`config.mk`:
```
export PLATFORM = sky130hd
export DESIGN_NAME = bank_act_sched
export DESIGN_NICKNAME = d
export VERILOG_FILES = /design/src/rtl/bank_act_sched.sv
export SDC_FILE = /design/constraint.sdc
export NUM_CORES = 1
export LEC_CHECK = 0
export ABC_AREA = 1
export CORE_UTILIZATION = 40
export DETAILED_ROUTE_END_ITERATION = 16
export PLACE_DENSITY = 0.57
export SLEW_MARGIN = 40
export SYNTH_ARGS = -nofsm -noshare
export SYNTH_HDL_FRONTEND = slang
export SYNTH_SLANG_ARGS = --single-unit
```
`constraint.sdc`:
```
create_clock -name clock_t -period 2.5 [get_ports clock_t]
set_clock_uncertainty 0.05 [all_clocks]
set_input_delay 0.625 -clock clock_t [delete_from_list [all_inputs] [get_ports clock_t]]
set_output_delay 0.625 -clock clock_t [all_outputs]
set_load 0.05 [all_outputs]
```
`src/rtl/bank_act_sched.sv`:
```
// Per-bank ACT/PRE scheduler with open-row table, tRAS/tRRD/tRP/tRCD tracking.
// Optional tFAW window enabled by defining BANK_ACT_TFAW_EN.
module bank_act_sched #(
    parameter int NUM_BANKS = 16,
    parameter int RA_WIDTH  = 15,
    parameter int CNT_W     = 8,
    parameter int T_RCD     = 11,
    parameter int T_RP      = 11,
    parameter int T_RAS     = 28,
    parameter int T_RTP     = 6,
    parameter int T_RRD     = 4,
`ifdef BANK_ACT_TFAW_EN
    parameter int T_FAW     = 30,
`endif
    localparam int BA_W     = $clog2(NUM_BANKS)
) (
    input  logic                clock_t,
    input  logic                reset_n,
    input  logic                req_valid,
    output logic                req_ready,
    input  logic [BA_W-1:0]     req_bank,
    input  logic [RA_WIDTH-1:0] req_row,
    input  logic                req_rw,
    input  logic [CNT_W-1:0]    wr_delay,
    input  logic                cas_idle,
    input  logic                cas_rw,
    input  logic                flush,
    output logic                act_valid,
    output logic [BA_W-1:0]     act_bank,
    output logic [RA_WIDTH-1:0] act_row,
    output logic                pre_valid,
    output logic [BA_W-1:0]     pre_bank,
    output logic                cas_go,
    output logic                cas_go_rw,
    output logic                act_idle,
    output logic [3:0]          dbg_state
);
    // Handshake: a request transfers on a rising edge where req_valid && req_ready;
    // req_ready never depends on req_valid, and the request is held in req_*_q afterwards.

    typedef enum logic [3:0] {
        S_IDLE     = 4'd0,
        S_LOOKUP   = 4'd1,
        S_PRE_DATA = 4'd2,
        S_PRE_WAIT = 4'd3,
        S_PRE_CMD  = 4'd4,
        S_TRP      = 4'd5,
        S_RRD      = 4'd6,
        S_ACT      = 4'd7,
        S_TRCD     = 4'd8,
        S_CAS      = 4'd9
    } state_t;

    localparam int WW = CNT_W + 2;
    localparam logic [WW-1:0]    T_RCD_W = WW'(T_RCD);
    localparam logic [WW-1:0]    T_RP_W  = WW'(T_RP);
    localparam logic [WW-1:0]    T_RTP_W = WW'(T_RTP);
    localparam logic [WW-1:0]    T_RRD_W = WW'(T_RRD);
    localparam logic [CNT_W-1:0] T_RAS_C = CNT_W'(T_RAS);
    localparam logic [CNT_W-1:0] T_RRD_C = CNT_W'(T_RRD);

    state_t                state_q, state_d;
    logic [BA_W-1:0]       req_bank_q, req_bank_d;
    logic [RA_WIDTH-1:0]   req_row_q, req_row_d;
    logic                  req_rw_q, req_rw_d;
    logic                  rw_smp_q, rw_smp_d;
    logic [WW-1:0]         wait_q, wait_d;
    logic [CNT_W-1:0]      rrd_q, rrd_d;
    logic [NUM_BANKS-1:0]  open_q, open_d;
    logic [RA_WIDTH-1:0]   row_q [NUM_BANKS];
    logic [RA_WIDTH-1:0]   row_d [NUM_BANKS];
    logic [CNT_W-1:0]      tras_q [NUM_BANKS];
    logic [CNT_W-1:0]      tras_d [NUM_BANKS];

    logic [WW-1:0] wait_inc, wait_sat, pre_need;
    logic          faw_ok, act_ok;

    assign wait_inc = wait_q + WW'(1);
    assign wait_sat = (&wait_q) ? wait_q : wait_inc;
    assign pre_need = rw_smp_q ? (WW'(wr_delay) + WW'(4) + T_RP_W) : T_RTP_W;
    // act_ok qualifies an ACT issued in the next cycle, hence the +1.
    assign act_ok   = ((WW'(rrd_q) + WW'(1)) >= T_RRD_W) && faw_ok;

`ifdef BANK_ACT_TFAW_EN
    logic [CNT_W-1:0] faw_age_q [4];
    logic [1:0]       faw_ptr_q;

    // Ring of the last four ACT ages; the slot at faw_ptr_q is the oldest.
    always_ff @(posedge clock_t or negedge reset_n) begin
        if (!reset_n) begin
            faw_age_q <= '{default: CNT_W'(T_FAW)};
            faw_ptr_q <= '0;
        end else begin
            for (int i = 0; i < 4; i++) begin
                if (act_valid && (faw_ptr_q == 2'(i))) begin
                    faw_age_q[i] <= CNT_W'(1);
                end else if (WW'(faw_age_q[i]) < WW'(T_FAW)) begin
                    faw_age_q[i] <= faw_age_q[i] + CNT_W'(1);
                end
            end
            if (act_valid) begin
                faw_ptr_q <= faw_ptr_q + 2'd1;
            end
        end
    end

    assign faw_ok = (WW'(faw_age_q[faw_ptr_q]) + WW'(1)) >= WW'(T_FAW);
`else
    assign faw_ok = 1'b1;
`endif

    assign req_ready = (state_q == S_IDLE) && !flush && reset_n;
    assign act_valid = (state_q == S_ACT);
    assign act_bank  = act_valid ? req_bank_q : '0;
    assign act_row   = act_valid ? req_row_q : '0;
    assign pre_valid = (state_q == S_PRE_CMD);
    assign pre_bank  = pre_valid ? req_bank_q : '0;
    assign cas_go    = (state_q == S_CAS);
    assign cas_go_rw = cas_go ? req_rw_q : 1'b0;
    assign act_idle  = (state_q == S_IDLE);
    assign dbg_state = state_q;

    always_comb begin
        state_d    = state_q;
        wait_d     = '0;
        req_bank_d = req_bank_q;
        req_row_d  = req_row_q;
        req_rw_d   = req_rw_q;
        rw_smp_d   = rw_smp_q;
        unique case (state_q)
            S_IDLE: begin
                if (req_valid && req_ready) begin
                    req_bank_d = req_bank;
                    req_row_d  = req_row;
                    req_rw_d   = req_rw;
                    state_d    = S_LOOKUP;
                end
            end
            S_LOOKUP: begin
                if (!open_q[req_bank_q]) begin
                    state_d = S_RRD;
                end else if (row_q[req_bank_q] == req_row_q) begin
                    state_d = S_CAS;
                end else begin
                    state_d = S_PRE_DATA;
                end
            end
            S_PRE_DATA: begin
                if (cas_idle) begin
                    rw_smp_d = cas_rw;
                    state_d  = S_PRE_WAIT;
                end
            end
            S_PRE_WAIT: begin
                if ((wait_inc >= pre_need) && (tras_q[req_bank_q] == '0)) begin
                    state_d = S_PRE_CMD;
                end else begin
                    wait_d = wait_sat;
                end
            end
            S_PRE_CMD: state_d = S_TRP;
            S_TRP: begin
                // Last tRP cycle doubles as the tRRD check so ACT lands at PRE + T_RP + 1.
                if (wait_inc >= T_RP_W) begin
                    state_d = act_ok ? S_ACT : S_RRD;
                end else begin
                    wait_d = wait_sat;
                end
            end
            S_RRD: begin
                if (act_ok) begin
                    state_d = S_ACT;
                end
            end
            S_ACT: state_d = S_TRCD;
            S_TRCD: begin
                if (wait_inc >= T_RCD_W) begin
                    state_d = S_CAS;
                end else begin
                    wait_d = wait_sat;
                end
            end
            S_CAS:   state_d = S_IDLE;
            default: state_d = S_IDLE;
        endcase
    end

    always_comb begin
        open_d = open_q;
        row_d  = row_q;
        for (int i = 0; i < NUM_BANKS; i++) begin
            tras_d[i] = (tras_q[i] != '0) ? (tras_q[i] - CNT_W'(1)) : '0;
        end
        rrd_d = rrd_q;
        if (act_valid) begin
            rrd_d = CNT_W'(1);
        end else if (rrd_q < T_RRD_C) begin
            rrd_d = rrd_q + CNT_W'(1);
        end
        if ((state_q == S_IDLE) && flush) begin
            open_d = '0;
        end
        if (state_q == S_PRE_CMD) begin
            open_d[req_bank_q] = 1'b0;
        end
        if (state_q == S_ACT) begin
            open_d[req_bank_q] = 1'b1;
            row_d[req_bank_q]  = req_row_q;
            tras_d[req_bank_q] = T_RAS_C;
        end
    end

    always_ff @(posedge clock_t or negedge reset_n) begin
        if (!reset_n) begin
            state_q    <= S_IDLE;
            req_bank_q <= '0;
            req_row_q  <= '0;
            req_rw_q   <= 1'b0;
            rw_smp_q   <= 1'b0;
            wait_q     <= '0;
            rrd_q      <= T_RRD_C;
            open_q     <= '0;
            row_q      <= '{default: '0};
            tras_q     <= '{default: '0};
        end else begin
            state_q    <= state_d;
            req_bank_q <= req_bank_d;
            req_row_q  <= req_row_d;
            req_rw_q   <= req_rw_d;
            rw_smp_q   <= rw_smp_d;
            wait_q     <= wait_d;
            rrd_q      <= rrd_d;
            open_q     <= open_d;
            row_q      <= row_d;
            tras_q     <= tras_d;
        end
    end

endmodule

```
==> results of run 1 <==
-- state kept, by name (all words and copies together) (netlist names) --
signal and flops:
req_row_q 15, dbg_state 4, open_q 16, wait_q 10, rw_smp_q 1, tras_q 128, row_q 240, req_rw_q 1
req_bank_q 4, rrd_q 8
-- cell usage in the layout, fill, tap and decap left out, drive strengths merged, types with 6 or more instances in the layout --
master         Yosys  layout
nand2           1186    1186
inv              176     175
dfrtp            426     426
buf               46     170
nand4             18      18
o22ai             17      17
o21ai            303     303
nor3              20      20
nor2             315     315
clkinv             2       8
nand3             95      95
a22oi              6       6
a21oi             55      55
xor2              70      70
clkdlybuf4s50      0      28
ha                45      45
clkbuf            81      84
-- cell type report --
class / instances / share of cell area
multi-input combinational: 2151 / 0.381
sequential: 427 / 0.399
clock buffer: 82 / 0.0568
timing repair buffer: 209 / 0.0998
clock inverter: 10 / 0.00500
inverter: 178 / 0.0262
tap: 688 / 0.0321
-- power by group through the flow --
stage / logic (mW) / registers, mW / clock network [mW]
detailed placement: 14.2 / 11.9 / 0
global placement: 14.0 / 11.8 / 0
finish: 15.5 / 11.9 / 7.27
CTS: 14.9 / 11.8 / 7.45
floorplan: 9.43 / 11.5 / 0
global route: 17.3 / 12.2 / 7.75
-- metrics by stage --
step | setup slack, ps | util | instances | total power, mW | instance area (um2)
after global routing | -252 | 0.507 | 3745 | 37.3 | 26800
after detailed placement | -723 | 0.458 | 3624 | 26.1 | 24200
final | -200 | 0.507 | 3745 | 34.6 | 26800
after global placement | -661 | 0.458 | 3624 | 25.8 | 24200
after floorplan | 3.46 | - | 2883 | 20.9 | 21800
after CTS | -212 | 0.497 | 3737 | 34.1 | 26300
-- routing by layer --
metal / part of all wire / track usage / routed length [um]
met5: 0 / 0 / 0
met1: 0.45 / 0.313 / 28000
met2: 0.46 / 0.369 / 28400
met3: 0.057 / 0.0338 / 3540
met4: 0.030 / 0.0816 / 1880
-- final timing paths --
path,startpoint,end,depth (start not counted)
max in group asynchronous,reset_n,rrd_q[2],3
worst min register to register,tras_q[56],tras_q[56],1
min in group clock_t,tras_q[56],tras_q[56],1
worst min-delay path,reset_n,row_q[110],2
worst max register to register,req_bank_q[0],dbg_state[1],19
worst max-delay path,dbg_state[3],act_row[2],8
-- logic make-up (layout without fill, tap and decap cells) --
group                    count (synthesis)  in the layout  share of synthesized area
AND/OR/NAND/NOR                       1645           1645                      0.298
flip-flops                             427            427                      0.496
AO/OA/AOI/OAI                          389            389                     0.0930
buffers and inverters                  305            479                     0.0572
XOR/XNOR                                71             71                     0.0289
adder cells (fa/ha/maj)                 45             45                     0.0261
multiplexers                             1              1                   0.000523
-- timing repair --
item / 4_1_cts / 5_1_grt
setup endpoints to repair: 44 / 45
cloned: 4 / 2
gates resized for setup: 42 / 108
pin swaps: 14 / 35
setup buffers: 17 / 8
==> results.sh, run 1 <==
export IMPL_ys_warn_count=0
export IMPL_drt_vias_per_instance=5.09
export IMPL_grt_pass1_wl_um=99000
export IMPL_path_cells="nor2_4 > inv_2 > nor2_4 > clkinvlp_4 > buf_12 > buf_16 > nor2_4 > buf_12"
export IMPL_drtPass1Iterations=6
export IMPL_combPwrFrac=0.448
export IMPL_die_h_um=234
export IMPL_core_area_um2=52900
export IMPL_fillers=5100
export IMPL_clk_latency_ps=620
export IMPL_syn_nets=2962
export IMPL_fin_tns_setup_ps=-3670
export IMPL_antenna_found_initial=0
export IMPL_vdd_drop_max_mv=0.666
export IMPL_clkSlewWorstSetupHoldPaths_ps=60
export IMPL_ctsHoldBuffers=0
export IMPL_layout_min_cycle_time_ps=2700
export IMPL_totalWireLength_um=61800
export IMPL_max_freq_mhz=370
export IMPL_start_util=0.407
export IMPL_num_vias=19100
export IMPL_critPathMaxStageDelay_ps=430
export IMPL_regArea_um2=10700
export IMPL_finalCritPeriodShare=1.08
export IMPL_cellPowerDensity_nw_per_um2=1290
export IMPL_overflow=0
export IMPL_rsz0062_at_grt="yes"
export IMPL_drtAntennaViolNets=0
export IMPL_synthFlopType="dfrtp_1"
export IMPL_cap_violations=0
export IMPL_hold_viol_final=0
export IMPL_whs_ps=23.0
export IMPL_synthesis_area_um2=21500
export IMPL_p_sw_mw=14.6
export IMPL_synthDistinctLibCells=38
export IMPL_grtUsageTotal=0.229
export IMPL_setup_viol=24
export IMPL_clkSinkCount=427
export IMPL_htree_levels=2
export IMPL_diodes=0
export IMPL_ys_seq_elements=427
export IMPL_tightest_slew_ps=689
export IMPL_hpwl_um=39200
export IMPL_syn_avg_cell_area_um2=7.47
export IMPL_r2r_setup_slack_ps=-20
export IMPL_clkPwrFrac=0.210
export IMPL_die_area_um2=54800
export IMPL_grt_pass1_vias=18500
export IMPL_p_int_mw=20.0
export IMPL_synth_top_area_frac=0.495
export IMPL_area_delta_synth_final_pct=24.4
export IMPL_cts_buffer_depth=3
export IMPL_status="finished, violations left"
export IMPL_maxSlewHeadroom=0.540
export IMPL_nNetsFinal=3096
export IMPL_critPathBufInv=5
export IMPL_criticalPathCategory="reg -> out"
export IMPL_drive_gt1_frac=0.122
export IMPL_crit_top_cell="nor2_4"
export IMPL_setup_ws_ps=-200
export IMPL_violations="setup timing"
export IMPL_path_delay_family="buffers and inverters"
export IMPL_rows=84
export IMPL_drv_slew=0
export IMPL_synth_area_leader_cell="dfrtp_1"
export IMPL_yosysMostFrequentCell="nand2_1"
export IMPL_startpoint_type="flip-flop"
export IMPL_cts_root_buf="clkbuf_16"
export IMPL_path_max_fanout=5
export IMPL_io_pins=67
export IMPL_ys_seq_area_frac=0.496
export IMPL_cts_tree="built"
export IMPL_multi_input_area_um2=10200
export IMPL_switching_share=0.421
export IMPL_drcViolationCount=0
export IMPL_wl_per_cell_um=16.5
export IMPL_synthTopCellsByCount="1184 x nand2_1, 426 x dfrtp_1, 311 x nor2_1"
export IMPL_pwr_share_seq=0.343
export IMPL_hold_class="in -> async"
export IMPL_cellLeakagePower_nw=13.7
export IMPL_grt_max_degree=78
export IMPL_critPathArrivalTime_ps=2030
export IMPL_cp_slowest_cell="dfrtp_2"
export IMPL_die_w_um=234
export IMPL_end_kind="output pin"
export IMPL_synth_cells=2883
export IMPL_synthTopCellsByArea="dfrtp_1 49%, nand2_1 21%, o21ai_0 6.7%"
export IMPL_numCtsBuffers=50
export IMPL_drt_iter0_drc=1681
export IMPL_required_ps=1820
export IMPL_port_buffers=66
export IMPL_async_flop_share=1.00
export IMPL_gp_congestion=0.823
export IMPL_synth_edf_count=0
(Power assumes the default switching activity.)
==> inputs of run 2 (changes only) <==
--- a/config.mk
+++ b/config.mk
@@ -6,10 +6,13 @@
 export NUM_CORES = 1
 export LEC_CHECK = 0
 export ABC_AREA = 1
+export CORE_ASPECT_RATIO = 0.75
 export CORE_UTILIZATION = 40
 export DETAILED_ROUTE_END_ITERATION = 16
 export PLACE_DENSITY = 0.57
+export SKIP_LAST_GASP = 1
 export SLEW_MARGIN = 40
 export SYNTH_ARGS = -nofsm -noshare
 export SYNTH_HDL_FRONTEND = slang
 export SYNTH_SLANG_ARGS = --single-unit
+export TNS_END_PERCENT = 20
==> run 2 against run 1 <==
Net effect: the run still ends with setup timing left; first-iteration DRC count fell by 5.5%; wire length is 0.33% higher; cell area shrank 1.2%; combinational power about the same; critical path type unchanged; register-to-register slack got worse by 50 ps; die area about the same; sequential share of layout area grew 0.48 points; critical path depth unchanged.
==> results.sh, run 2 (synthesized netlist as in run 1, its figures left out) <==
export IMPL_status="finished, violations left"
export IMPL_violations="setup timing"
export IMPL_numCtsBuffers=46
export IMPL_cts_root_buf="clkbuf_16"
export IMPL_startpoint_type="flip-flop"
export IMPL_die_area_um2=54800
export IMPL_totalWireLength_um=62000
export IMPL_drv_slew=0
export IMPL_num_vias=19000
export IMPL_max_freq_mhz=376
export IMPL_die_h_um=203
export IMPL_cap_violations=0
export IMPL_fin_tns_setup_ps=-3350
export IMPL_drt_vias_per_instance=5.05
export IMPL_drtPass1Iterations=5
export IMPL_area_delta_synth_final_pct=22.8
export IMPL_criticalPathCategory="reg -> out"
export IMPL_regMostFlops="row_q"
export IMPL_critPathArrivalTime_ps=1980
export IMPL_maxSlewHeadroom=0.561
export IMPL_clkPwrFrac=0.203
export IMPL_fin_cells=3759
export IMPL_top_regs="row_q: 240 flops, tras_q: 128 flops, open_q: 16 flops"
export IMPL_setup_viol=32
export IMPL_clkSinkCount=427
export IMPL_rows=73
export IMPL_p_int_mw=19.7
export IMPL_port_buffers=66
export IMPL_path_cells="nor2_4 > inv_2 > nor2_4 > clkinvlp_4 > buf_12 > buf_12 > nor2_4 > buf_12"
export IMPL_pwr_share_seq=0.348
export IMPL_place_area_um2=24300
export IMPL_layout_min_cycle_time_ps=2660
export IMPL_grt_pass1_vias=18200
export IMPL_finalCritPeriodShare=1.06
export IMPL_cellLeakagePower_nw=13.6
export IMPL_drive_gt1_frac=0.117
export IMPL_cellPowerDensity_nw_per_um2=1290
export IMPL_largest_reg_flops=240
export IMPL_place_inst=3656
export IMPL_core_area_um2=53100
export IMPL_path_max_fanout=7
export IMPL_power_mw=34.1
export IMPL_die_w_um=270
export IMPL_utilization=0.499
export IMPL_cts_tree="built"
export IMPL_io_pins=67
export IMPL_critPathMaxStageDelay_ps=430
export IMPL_wl_per_cell_um=16.5
export IMPL_drt_iter0_drc=1589
export IMPL_layout_commonest_cell="nand2_1"
export IMPL_dp_slack_ps=-836
export IMPL_cts_buffer_depth=3
export IMPL_required_ps=1820
export IMPL_hpwl_um=40400
export IMPL_hold_viol_final=0
export IMPL_gp_congestion=0.829
export IMPL_rsz0062_at_grt="yes"
export IMPL_combPwrFrac=0.450
export IMPL_drtAntennaViolNets=0
export IMPL_whs_ps=370
export IMPL_nNetsFinal=3092
export IMPL_grtUsageTotal=0.225
export IMPL_p_sw_mw=14.4
export IMPL_diodes=0
export IMPL_layout_common_cells="1158 x nand2_1, 420 x dfrtp_1, 280 x o21ai_0"
export IMPL_final_area_um2=26500
export IMPL_drcViolationCount=0
export IMPL_hold_class="reg -> reg"
export IMPL_antenna_found_initial=0
export IMPL_grt_max_degree=99
export IMPL_switching_share=0.422
export IMPL_overflow=0
export IMPL_htree_levels=2
export IMPL_start_util=0.406
export IMPL_fillers=5107
export IMPL_clk_latency_ps=580
export IMPL_vdd_drop_max_mv=0.513
export IMPL_grt_pass1_wl_um=98400
export IMPL_end_kind="output pin"
export IMPL_clkSlewWorstSetupHoldPaths_ps=60
export IMPL_cp_slowest_cell="dfrtp_2"
export IMPL_setup_ws_ps=-158
export IMPL_tightest_slew_ps=659
==> run 2: cell types whose count changed in the layout (fill, tap and decap cells not counted), sizes merged, moves of 2 or more <==
cell | previous run | this run
bufinv | 1 | 3
clkbuf | 84 | 70
clkdlybuf4s50 | 28 | 32
clkinv | 8 | 11
dlygate4sd2 | 3 | 0
==> run 2: path summary, 6_finish.rpt <==
kind                                    start      endpoint  slack (ps)  depth (start not counted)
worst max-delay path             dbg_state[3]    act_row[6]        -160                          8
worst min-delay path               tras_q[24]    tras_q[24]         370                          1
worst max register to register  req_bank_q[0]  dbg_state[1]         -70                         17
worst min register to register     tras_q[24]    tras_q[24]         370                          1
max in group asynchronous             reset_n    tras_q[97]         720                          4
min in group asynchronous             reset_n    open_q[15]         430                          2
==> run 2: layout make-up <==
class,count,area (um2),share of cell area
Tap cell,712,891,0.0337
Multi-Input combinational cell,2151,10100,0.381
Clock buffer,67,1350,0.0510
Sequential cell,427,10700,0.404
Clock inverter,15,174,0.00657
Timing Repair Buffer,209,2590,0.0979
Inverter,178,684,0.0259
==> run 2: layer usage <==
layer | global-route usage | part of all wire
met1 | 0.337 | 0.49
met2 | 0.339 | 0.42
met3 | 0.0347 | 0.063
met4 | 0.0528 | 0.020
met5 | 0 | 0
==> run 2: worst max-delay path: cells and delay by family (launching register included) <==
kind / cells / cell delay [ps]
buffers and inverters: 5 / 620
flip-flops: 1 / 430
AND/OR/NAND/NOR: 3 / 350
==> run 2: repair_timing <==
action	CTS	global route
setup endpoints to repair	43	45
endpoints found under the hold margin	2	0
gates cloned	1	6
setup buffers	6	7
hold buffers	1	0
pin swaps	4	34
gates resized for setup	7	96
==> run 2: power groups by stage <==
| stage | logic, mW | registers, mW | clock network (mW) |
|---|---|---|---|
| 2_1_floorplan | 9.43 | 11.5 | 0 |
| 3_3_place_gp | 14.0 | 11.8 | 0 |
| 3_5_place_dp | 14.4 | 11.9 | 0 |
| 4_1_cts | 14.6 | 11.8 | 7.07 |
| 5_1_grt | 17.2 | 12.2 | 7.35 |
| 6_report | 15.3 | 11.8 | 6.90 |
==> inputs of run 3 (changes only) <==
--- a/config.mk
+++ b/config.mk
@@ -6,12 +6,13 @@
 export NUM_CORES = 1
 export LEC_CHECK = 0
 export ABC_AREA = 1
+export ABC_CLOCK_PERIOD_IN_PS = 2500
 export CORE_ASPECT_RATIO = 0.75
 export CORE_UTILIZATION = 40
 export DETAILED_ROUTE_END_ITERATION = 16
 export PLACE_DENSITY = 0.57
 export SKIP_LAST_GASP = 1
-export SLEW_MARGIN = 40
+export SLEW_MARGIN = 20
 export SYNTH_ARGS = -nofsm -noshare
 export SYNTH_HDL_FRONTEND = slang
 export SYNTH_SLANG_ARGS = --single-unit
==> run 3 against run 2 <==
Net effect: the flow still finishes with violations (setup timing); die area did not move; fmax rose by 0.23%; flip-flop and latch count did not move; combinational power barely moved; core utilization fell by 0.43 points; critical path depth did not move; clock power barely moved; cell count barely moved; critical endpoint is now act_row[11]; worst hold slack improved by 0.67 ps; setup slack improved by 6.1 ps; register-to-register slack improved by 50 ps; global-route usage barely moved.
==> results.sh, run 3 (synthesized netlist as in run 1, its figures left out) <==
export IMPL_cts_buffer_depth=3
export IMPL_maxSlewHeadroom=0.349
export IMPL_area_delta_synth_final_pct=21.8
export IMPL_core_area_um2=53100
export IMPL_tightest_slew_ps=977
export IMPL_cellPowerDensity_nw_per_um2=1290
export IMPL_drtAntennaViolNets=0
export IMPL_cap_violations=0
export IMPL_regMostFlops="row_q"
export IMPL_p_int_mw=19.5
export IMPL_end_kind="output pin"
export IMPL_layout_common_cells="1169 x nand2_1, 420 x dfrtp_1, 283 x o21ai_0"
export IMPL_start_util=0.406
export IMPL_overflow=0
export IMPL_cts_tree="built"
export IMPL_pwr_share_seq=0.351
export IMPL_status="finished, violations left"
export IMPL_clkSinkCount=427
export IMPL_setup_ws_ps=-152
export IMPL_critPathMaxStageDelay_ps=430
export IMPL_switching_share=0.423
export IMPL_drt_vias_per_instance=5.03
export IMPL_critPathArrivalTime_ps=1980
export IMPL_drv_slew=0
export IMPL_combPwrFrac=0.445
export IMPL_io_pins=67
export IMPL_hpwl_um=40200
export IMPL_setup_viol=31
export IMPL_final_area_um2=26200
export IMPL_totalWireLength_um=61400
export IMPL_whs_ps=371
export IMPL_htree_levels=2
export IMPL_drtPass1Iterations=6
export IMPL_layout_min_cycle_time_ps=2650
export IMPL_wl_per_cell_um=16.3
export IMPL_rsz0062_at_grt="yes"
export IMPL_finalCritPeriodShare=1.06
export IMPL_die_w_um=270
export IMPL_top_regs="row_q: 240 flops, tras_q: 128 flops, open_q: 16 flops"
export IMPL_largest_reg_flops=240
export IMPL_violations="setup timing"
export IMPL_rows=73
export IMPL_clkPwrFrac=0.204
export IMPL_path_max_fanout=7
export IMPL_hold_viol_final=0
export IMPL_regArea_um2=10700
export IMPL_max_freq_mhz=377
export IMPL_clkSlewWorstSetupHoldPaths_ps=60
export IMPL_utilization=0.494
export IMPL_die_h_um=203
export IMPL_fillers=5135
export IMPL_layout_commonest_cell="nand2_1"
export IMPL_dp_slack_ps=-845
export IMPL_die_area_um2=54800
export IMPL_criticalPathCategory="reg -> out"
export IMPL_port_buffers=66
export IMPL_antenna_found_initial=0
export IMPL_startpoint_type="flip-flop"
export IMPL_drcViolationCount=0
export IMPL_critPathBufInv=5
export IMPL_numCtsBuffers=45
export IMPL_required_ps=1820
export IMPL_grt_pass1_wl_um=98600
export IMPL_path_cells="nor2_4 > inv_2 > nor2_4 > clkinvlp_4 > buf_12 > buf_12 > nor2_4 > buf_12"
export IMPL_cellLeakagePower_nw=13.5
export IMPL_drive_gt1_frac=0.110
export IMPL_grt_pass1_vias=18200
export IMPL_multi_input_area_um2=9960
export IMPL_grt_max_degree=166
export IMPL_vdd_drop_max_mv=0.489
export IMPL_hold_class="reg -> reg"
export IMPL_nNetsFinal=3091
export IMPL_diodes=0
export IMPL_cp_slowest_cell="dfrtp_2"
export IMPL_p_sw_mw=14.3
export IMPL_cts_root_buf="clkbuf_16"
export IMPL_grtUsageTotal=0.225
export IMPL_num_vias=18900
export IMPL_fin_tns_setup_ps=-3110
export IMPL_drt_iter0_drc=1585
export IMPL_gp_congestion=0.829
export IMPL_clk_latency_ps=570
export IMPL_path_delay_family="buffers and inverters"
export IMPL_place_area_um2=24300
## run 3: cell count changes in the layout (fill, tap and decap cells not counted), sizes merged
cell | before | now
clkinvlp | 3 | 4
clkbuf | 70 | 61
clkinv | 11 | 16
bufinv | 3 | 4
dlygate4sd2 | 0 | 2
dlymetal6s2s | 4 | 2
## run 3: layout make-up
cell class	count	share of cell area
Tap cell	712	0.0340
Multi-Input combinational cell	2151	0.380
Timing Repair Buffer	209	0.0953
Inverter	178	0.0261
Clock buffer	58	0.0483
Clock inverter	22	0.00901
Sequential cell	427	0.408
## run 3: per-layer routing
layer  track usage  wire length [um]  up-vias
met3        0.0358              3490       73
met2         0.343             26300      469
met4        0.0528              1070        0
met1         0.333             30500     9060
met5             0                 0        -
li1              -                 -     9307
## run 3: power groups by stage
stage          Sequential (mW)  Combinational [mW]  Clock (mW)
2_1_floorplan             11.5                9.43           0
3_3_place_gp              11.8                14.0           0
3_5_place_dp              11.9                14.3           0
4_1_cts                   11.8                14.6        7.05
5_1_grt                   12.2                16.9        7.32
6_report                  11.8                15.0        6.88
## run 3: final timing paths
check,end,depth (start not counted),slack (ps),start
worst min-delay path,tras_q[104],1,370,tras_q[104]
min in group asynchronous,dbg_state[2],2,430,reset_n
worst max register to register,dbg_state[1],20,-20,req_bank_q[0]
worst min register to register,tras_q[104],1,370,tras_q[104]
max in group asynchronous,tras_q[96],4,740,reset_n
worst max-delay path,act_row[11],8,-150,dbg_state[3]
## run 3: per-stage QoR
stage	power [mW]	instances
global route	36.4	3757
detailed placement	26.2	3655
global placement	25.8	3655
finish	33.7	3757
floorplan	20.9	2883
CTS	33.4	3749
## run 3: worst register-to-register path: stages, from the launching register on
cell and delay, ps:
dfrtp_4 520, clkinv_8 130, nand2_2 110, inv_2 50, buf_4 130, buf_4 130
nand2_1 50, o21ai_0 80, nor2_1 90, nand2_1 60, nor2_1 80, nand2_1 90
nand2_2 110, nand2_2 80, nor2_1 100, buf_4 140, nand2_2 70, nand2_4 90
nand3b_1 120, nand2_1 80, nand2_1 50
## run 3: repair_timing
| action | 4_1_cts | 5_1_grt |
|---|---|---|
| hold endpoints to repair | 2 | 0 |
| pin swaps | 14 | 20 |
| buffers inserted | 12 | 5 |
| resized for setup | 14 | 54 |
| setup endpoints to repair | 43 | 51 |
| hold buffers | 1 | 0 |
| cloned | 1 | 3 |
